## config.mk

```make
export PLATFORM = sky130hd
export DESIGN_NAME = fetch_unit_flat
export DESIGN_NICKNAME = d
export VERILOG_FILES = /design/src/rtl/cpu_pkg.sv /design/src/rtl/fetch_unit_if.sv /design/src/rtl/fetch_unit_program_counter.sv /design/src/rtl/fetch_unit.sv /design/src/flat_wrapper.sv
export SDC_FILE = /design/constraint.sdc
export NUM_CORES = 1
export LEC_CHECK = 0
export ABC_CLOCK_PERIOD_IN_PS = 2700
export BUFFER_PORTS_ARGS = -buffer_cell sky130_fd_sc_hd__buf_2
export CORE_MARGIN = 2
export CORE_UTILIZATION = 51
export DETAILED_ROUTE_END_ITERATION = 8
export PLACE_DENSITY_LB_ADDON = 0.12
export SYNTH_ARGS = -nofsm -noshare
export SYNTH_HDL_FRONTEND = slang
export SYNTH_HIERARCHICAL = 1
export SYNTH_SLANG_ARGS = --single-unit
```

## constraint.sdc

```tcl
create_clock -name clk -period 2.7 [get_ports clk]
set_clock_uncertainty 0.1 [all_clocks]
set_input_delay 0.135 -clock clk [delete_from_list [all_inputs] [get_ports clk]]
set_output_delay 0.135 -clock clk [all_outputs]
set_load 0.05 [all_outputs]
```

## src/rtl/cpu_pkg.sv

```systemverilog
// Shared CPU definitions: control-word layout, NOP opcode, fetch FSM states.
// The fetch wait-state feature is selected with the FETCH_WAIT_EN macro.
package cpu_pkg;

    localparam int CTRL_W = 16;

    // Bit positions inside the control word.
    localparam int PCO = 0;  // PC drives the shared bus
    localparam int MAI = 1;  // load MAR
    localparam int MO  = 2;  // memory read
    localparam int II  = 3;  // load instruction register
    localparam int OI  = 4;  // load operand register
    localparam int PCS = 5;  // increment PC
    localparam int J   = 6;  // jump: PC <= operand register

    typedef logic [CTRL_W-1:0] control_signals_t;

    localparam logic [7:0] NOP = 8'h00;

    typedef enum logic {
        FETCH_IDLE = 1'b0,
        FETCH_WAIT = 1'b1
    } fetch_state_e;

endpackage

```

## src/rtl/fetch_unit_if.sv

```systemverilog
// Memory read port of the fetch unit: request/address out, data/ack back.
interface fetch_unit_if #(
    parameter int ADDR_W = 8,
    parameter int DATA_W = 8
) ();
    logic              req;
    logic [ADDR_W-1:0] addr;
    logic [DATA_W-1:0] rdata;
    logic              ack;

    modport master (output req, output addr, input rdata, input ack);
    modport slave  (input req, input addr, output rdata, output ack);
endinterface

```

## src/rtl/fetch_unit_program_counter.sv

```systemverilog
// Program counter: synchronous reset, jump load (priority) and wrapping increment.
module program_counter #(
    parameter int ADDR_W = 8
) (
    input  logic              clk,
    input  logic              rst,
    input  logic              load_i,
    input  logic [ADDR_W-1:0] load_val_i,
    input  logic              inc_i,
    output logic [ADDR_W-1:0] pc_o
);
    logic [ADDR_W-1:0] pc_q, pc_d;

    // Next PC: jump beats increment; the add wraps naturally at 2^ADDR_W.
    always_comb begin
        pc_d = pc_q;
        if (load_i) begin
            pc_d = load_val_i;
        end else if (inc_i) begin
            pc_d = pc_q + 1'b1;
        end
    end

    // PC register.
    // NOTE: sequential state uses non-blocking assignments so every register
    // samples the pre-edge values regardless of statement order.
    always_ff @(posedge clk) begin
        if (rst) begin
            pc_q <= '0;
        end else begin
            pc_q <= pc_d;
        end
    end

    assign pc_o = pc_q;
endmodule

```

## src/rtl/fetch_unit.sv

```systemverilog
// Instruction-fetch datapath: PC, MAR, instruction/operand registers and the
// memory read FSM. Define FETCH_WAIT_EN to enable the mem_ack handshake and
// the WAIT state; without it every read completes in one cycle.
module fetch_unit
    import cpu_pkg::*;
#(
    parameter int ADDR_W = 8,
    parameter int DATA_W = 8
) (
    input  logic              clk,
    input  logic              rst,
    input  control_signals_t  ctrl,
    fetch_unit_if.master      mem,
    output logic [DATA_W-1:0] ireg,
    output logic [DATA_W-1:0] oreg,
    output logic [ADDR_W-1:0] pc,
    output logic [ADDR_W-1:0] bus_out,
    output logic              bus_oe,
    output logic              stall
);
    logic [ADDR_W-1:0] mar_q, mar_d;
    logic [DATA_W-1:0] ireg_q, ireg_d;
    logic [DATA_W-1:0] oreg_q, oreg_d;
    logic [ADDR_W-1:0] pc_val;
    logic              req;
    logic              rd_done;
    logic              step_go;

    // Only a subset of the control word concerns fetch.
    logic unused_ctrl;
    assign unused_ctrl = ^ctrl;

`ifdef FETCH_WAIT_EN
    fetch_state_e state_q, state_d;

    // Read FSM: request while MO is set in IDLE or while waiting for ack.
    // NOTE: every combinational output gets a default first, so no path
    // leaves it unassigned and no latch is inferred.
    always_comb begin
        state_d = state_q;
        req     = 1'b0;
        case (state_q)
            FETCH_IDLE: begin
                if (ctrl[MO]) begin
                    req = 1'b1;
                    if (!mem.ack) state_d = FETCH_WAIT;
                end
            end
            FETCH_WAIT: begin
                req = 1'b1;
                if (mem.ack) state_d = FETCH_IDLE;
            end
            default: state_d = FETCH_IDLE;
        endcase
    end

    // FSM state register.
    always_ff @(posedge clk) begin
        if (rst) begin
            state_q <= FETCH_IDLE;
        end else begin
            state_q <= state_d;
        end
    end

    assign rd_done = req & mem.ack;
    assign stall   = req & ~mem.ack;

    // The control logic must hold its step while the fetch is stalled.
    ctrl_stable_during_stall: assert property (
        @(posedge clk) disable iff (rst) stall |=> (ctrl == $past(ctrl))
    );
`else
    // Single-cycle memory: every MO step completes at the next edge.
    logic unused_ack;
    assign unused_ack = mem.ack;
    assign req        = ctrl[MO];
    assign rd_done    = ctrl[MO];
    assign stall      = 1'b0;
`endif

    // A step takes effect only on the edge where it is not stalled.
    assign step_go = ~stall;

    // MAR and capture registers next-state.
    always_comb begin
        mar_d  = mar_q;
        ireg_d = ireg_q;
        oreg_d = oreg_q;
        if (step_go && ctrl[MAI]) begin
            mar_d = ctrl[PCO] ? pc_val : ADDR_W'(oreg_q);
        end
        if (rd_done && ctrl[II]) ireg_d = mem.rdata;
        if (rd_done && ctrl[OI]) oreg_d = mem.rdata;
    end

    // MAR, instruction and operand registers.
    always_ff @(posedge clk) begin
        if (rst) begin
            mar_q  <= '0;
            ireg_q <= DATA_W'(NOP);
            oreg_q <= '0;
        end else begin
            mar_q  <= mar_d;
            ireg_q <= ireg_d;
            oreg_q <= oreg_d;
        end
    end

    program_counter #(.ADDR_W(ADDR_W)) u_pc (
        .clk        (clk),
        .rst        (rst),
        .load_i     (step_go & ctrl[J]),
        .load_val_i (ADDR_W'(oreg_q)),
        .inc_i      (step_go & ctrl[PCS]),
        .pc_o       (pc_val)
    );

    assign mem.req  = req;
    assign mem.addr = mar_q;
    assign ireg     = ireg_q;
    assign oreg     = oreg_q;
    assign pc       = pc_val;
    assign bus_out  = pc_val;
    assign bus_oe   = ctrl[PCO];
endmodule

```

## src/flat_wrapper.sv

```systemverilog
// flat-port wrapper written by rule: the top's interface ports become plain ports
module fetch_unit_flat import cpu_pkg::*;
#(
    parameter int ADDR_W = 8,
    parameter int DATA_W = 8
)
  (clk, rst, ctrl, ireg, oreg, pc, bus_out, bus_oe, stall, mem_req, mem_addr, mem_rdata, mem_ack);
  fetch_unit_if #(.ADDR_W(ADDR_W), .DATA_W(DATA_W)) mem_i ();
  input  logic clk;
  input  logic rst;
  input  control_signals_t ctrl;
  output logic [DATA_W-1:0] ireg;
  output logic [DATA_W-1:0] oreg;
  output logic [ADDR_W-1:0] pc;
  output logic [ADDR_W-1:0] bus_out;
  output logic bus_oe;
  output logic stall;
  output wire logic [$bits(mem_i.req)-1:0] mem_req;
  output wire logic [$bits(mem_i.addr)-1:0] mem_addr;
  input wire logic [$bits(mem_i.rdata)-1:0] mem_rdata;
  input wire logic [$bits(mem_i.ack)-1:0] mem_ack;
  assign mem_req = mem_i.req;
  assign mem_addr = mem_i.addr;
  assign mem_i.rdata = mem_rdata;
  assign mem_i.ack = mem_ack;
  fetch_unit #(.ADDR_W(ADDR_W), .DATA_W(DATA_W)) u_core (.clk(clk), .rst(rst), .ctrl(ctrl), .mem(mem_i), .ireg(ireg), .oreg(oreg), .pc(pc), .bus_out(bus_out), .bus_oe(bus_oe), .stall(stall));
endmodule
```

# ---- After elaboration in Yosys (flattened, before gate mapping)
# Index checks and enable logic that the tools add are counted.
dict set report totals {
  ram_bits 0
  romBits 0
  elab_cells 11
  regBits 32
  input_bits 27
  mem_count 0
  latch_bits 0
}
dict set report classes {
  n_shift 0
  muxes 3
  n_addsub 1
  div 0
  n_lt_le_gt_ge 0
  n_reduce_logical 3
  n_eq_ne 0
  multipliers 0
  n_bitwise 0
}
# op count
set op_table {}
lappend op_table {{$mux 8} 3}
lappend op_table {{$add 8x1->8 const B} 1}
lappend op_table {{$logic_and 1x1->1} 2}
lappend op_table {{$reduce_bool 2->1} 1}

# ---- Logic depth before layout (Yosys ltp)
dict set report depth {
  depth_word 3
  ltp_mapped 4
}

# ---- By module
# Netlist, hierarchy kept.
# module cells_per_inst n_inst area_each_um2
set modules_own_cells {}
lappend modules_own_cells {fetch_unit 120 1 1183.6}
lappend modules_own_cells {program_counter 53 1 464.2}

# ---- Least setup slack after synthesis
# No wires, ideal clock.
dict set report synth_path {
  path_type {flip-flop to flip-flop}
  start {reg u_core.u_pc.pc_q[0] (netlist: u_core/u_pc/pc_o[0])}
  end {reg u_core.u_pc.pc_q[6] (netlist: u_core/u_pc/pc_o[6])}
  setup_time_ps 120
  arrival_ps 1511
  stages_incl_launch_ff 5
  path_slack_ps 969
  t_required_ps 2480
  path_cell_list {dfxtp_1 ha_1 nand3_1 o21a_1 o31a_1}
}
dict set report synth_between {
  elab_chain_cells 3
}
# item line
set synth_lines {}
lappend synth_lines {{start, declared} fetch_unit_program_counter.sv:12} ;# logic [ADDR_W-1:0] pc_q, pc_d;
lappend synth_lines {{start signal, assigned} fetch_unit_program_counter.sv:31} ;# pc_q <= pc_d;
lappend synth_lines {{$add 8x1->8} fetch_unit_program_counter.sv:20} ;# pc_d = pc_q + 1'b1;
lappend synth_lines {{$mux 8} fetch_unit_program_counter.sv:19} ;# end else if (inc_i) begin
lappend synth_lines {{$mux 8} fetch_unit_program_counter.sv:17} ;# if (load_i) begin
# No other way between the ends. The select of a mux whose other input is x is not followed.
# A chain may end at the register's enable or synchronous reset.

# ---- Final worst setup path
dict set report layout_path {
  start {reg u_core.u_pc.pc_q[2] (netlist: u_core/u_pc/pc_o[2])}
  end {reg u_core.u_pc.pc_q[5] (netlist: u_core/u_pc/pc_o[5])}
}
# Same word-level chain as after synthesis.

==> flow_summary.ini <==
[clock_network]
cts_buffers = 5
cts_tree = done
insertion_delay_ps = 330
htree_levels = 2
post_cts_buffers = 0
root_buffer = clkbuf_4
cts.repair.resized = 0
cts.sinks = 32
cts.reportedPaths.clkPinSlew_ps = 100
cts_hold_buf = 8
clk_path_buf_depth = 2

[timing]
setup_viol = 0
finalSetupTns_ps = 0
rsz0062_at_grt = no
finalCritPeriodShare_pct = 55.5
max_slew_margin_pct = 57.6
drv_slew = 0
tightest_slew_ps = 635
hold_viol = 0
finalWorstPathRequiredPeriod_ps = 1500
max_freq_mhz = 668

[global_routing]
grt_remaining_overflow = 0
grt_pass1_vias = 1295
grt_max_degree = 35
antenna_found_initial = 0
grtUsageTotal_pct = 21.3
grt_pass1_wl_um = 5790

[logic_synthesis]
yosys.area.top_type = dfxtp_1
synthMuxAreaShare_pct = 6.76
synth_compound_area_share_pct = 23.8
syn_area_um2 = 1650
yosys_warnings = 6
synth_area_leaders = dfxtp_1, buf_4, mux2i_1
yosys.area_share.simple_pct = 13.4
ys_seq_area_share_pct = 38.9
synth_top_area_share_pct = 38.9
synth_top_family_by_area = compound AO/OA/AOI/OAI gates
syn_avg_cell_area_um2 = 9.53
yosys.area_share.xor_xnor_pct = 2.13
synth_seq_cells = 32
syn_inst = 173
ys_types = 28
synth_adder_area_share_pct = 0.759
syn_nets = 201

[floorplanning]
row_count = 20
core_area_um2 = 3050
start_util_pct = 54.0
dieArea_um2 = 3700
die_h_um = 60.8
die_w_um = 60.8
io_pins = 70

[route]
drt_pass1_iterations = 4
ant_nets = 0
drt-total-wl_um = 3640
drtIter0Drc = 48
num_vias = 1424
vias_per_cell = 5.37
route.detailed.drc = 0
routedWlPerCell_um = 13.7

[setup_path]
cp_slowest_cell = or4_1
crit_chain = nand3_1, or4_1, o211ai_1
start_kind = register
cp_slowest_stage_delay_ps = 530
critPathCaptureType = register
crit_type = register to register
cp.required_ps = 2850
critPathMaxFanout = 8
critPathArrivalTime_ps = 1650

[finish]
final.fill_count = 276
fin_util_pct = 63.7
final_cells = 265
final_net_count = 248
stdcell_area_um2 = 1940
drive_gt1_share_pct = 34.8
diodes = 0
final_cell_mix = buf_2, dfxtp_1, nand3_1, a21oi_1, nor2_1
layout_commonest_cell = buf_2
area_delta_synth_final_pct = 18.0

[pwr]
power_mw = 1.18
pwr-share-seq_pct = 44.0
swShare_pct = 31.0
power_density_nw_per_um2 = 606
pwr-share-comb_pct = 21.4
switching_power_mw = 0.366
ir_worst_vdd_v = 0.000453
clockPowerShare_pct = 34.6
intPower_mw = 0.813
leakage_nw = 0.875

[placed_design]
postPlaceCellArea_um2 = 1770
dp_cells = 249
dp_hpwl_um = 2490
io_buffer_count = 58
gp_congestion = 0.844

[flow_run]
drv_cap = 0

[hold_path]
hold_path_class = primary input to register

[status]
status = complete, no violations
worst paths after layout:
kind                            start             endpoint  slack [ps]  cells after the start
setup reg to reg  u_core/u_pc/pc_o[2]  u_core/u_pc/pc_o[5]        1200                      3
hold / removal                ctrl[1]   u_core/mem.addr[7]          80                      2
hold reg to reg    u_core/mem.addr[5]   u_core/mem.addr[5]         390                      2
setup / recovery  u_core/u_pc/pc_o[2]  u_core/u_pc/pc_o[5]        1200                      3
synthesized netlist by cell type, drive strengths merged:
cell type / instances
xor2: 4
nor2: 13
nor3: 1
mux2: 1
inv: 2
buf: 25
dfxtp: 32
ha: 1
o211ai: 4
nor3b: 3
o31a: 1
nand4: 3
or4: 2
mux2i: 10
a211oi: 11
nand3: 19
or3b: 1
nand2: 2
a21oi: 19
conb: 1
clkbuf: 1
o21a: 1
a21bo: 16
power groups by stage:
stage / Combinational (mW) / Sequential, mW / Clock (mW)
finish: 0.252 / 0.519 / 0.407
global route: 0.269 / 0.523 / 0.435
CTS: 0.252 / 0.519 / 0.416
detailed placement: 0.243 / 0.530 / 0
global placement: 0.239 / 0.528 / 0
floorplan: 0.132 / 0.608 / 0
worst max-delay path, delay by kind of cell (launching register included):
family             cells  cell delay (ps)
and+or+nand+nor        2              720
DFF                    1              510
AOI/OAI and AO/OA      1              100
registers in the layout, indices dropped and copies added, names as in the netlist:
register and count:
u_core/ireg 8, u_core/u_pc/pc_o 8, u_core/oreg 8, u_core/mem.addr 8
metal layers:
metal	up-vias	track usage (%)	routed length (um)
li1	705	-	-
met1	662	25.7	1580
met2	49	35.3	1760
met3	8	5.76	211
met4	0	9.94	87
met5	-	0	0
cells by family after synthesis:
family | Yosys count
AOI/OAI and AO/OA | 52
and+or+nand+nor | 44
DFF | 32
buffers and inverters | 28
muxes | 11
xor gates and xnor gates | 4
adders and majority gates | 1
other | 1
layout make-up:
type / count / area (um2) / share of cell area [%]
clock buffer: 7 / 65.1 / 3.35
clock inverter: 1 / 30.0 / 1.54
inverter: 2 / 7.51 / 0.386
multi-input combinational: 113 / 776 / 39.9
sequential: 32 / 641 / 32.9
tap: 44 / 55.1 / 2.83
timing repair buffer: 66 / 370 / 19.0
metrics by stage:
stage | hold WS (ps) | setup WS, ps
3_5_place_dp | 305 | 1080
3_3_place_gp | 301 | 1100
2_1_floorplan | 108 | 969
5_1_grt | 95.0 | 1110
4_1_cts | 71.8 | 1200
6_report | 82.9 | 1200
Power figures use the tool's default switching activity.
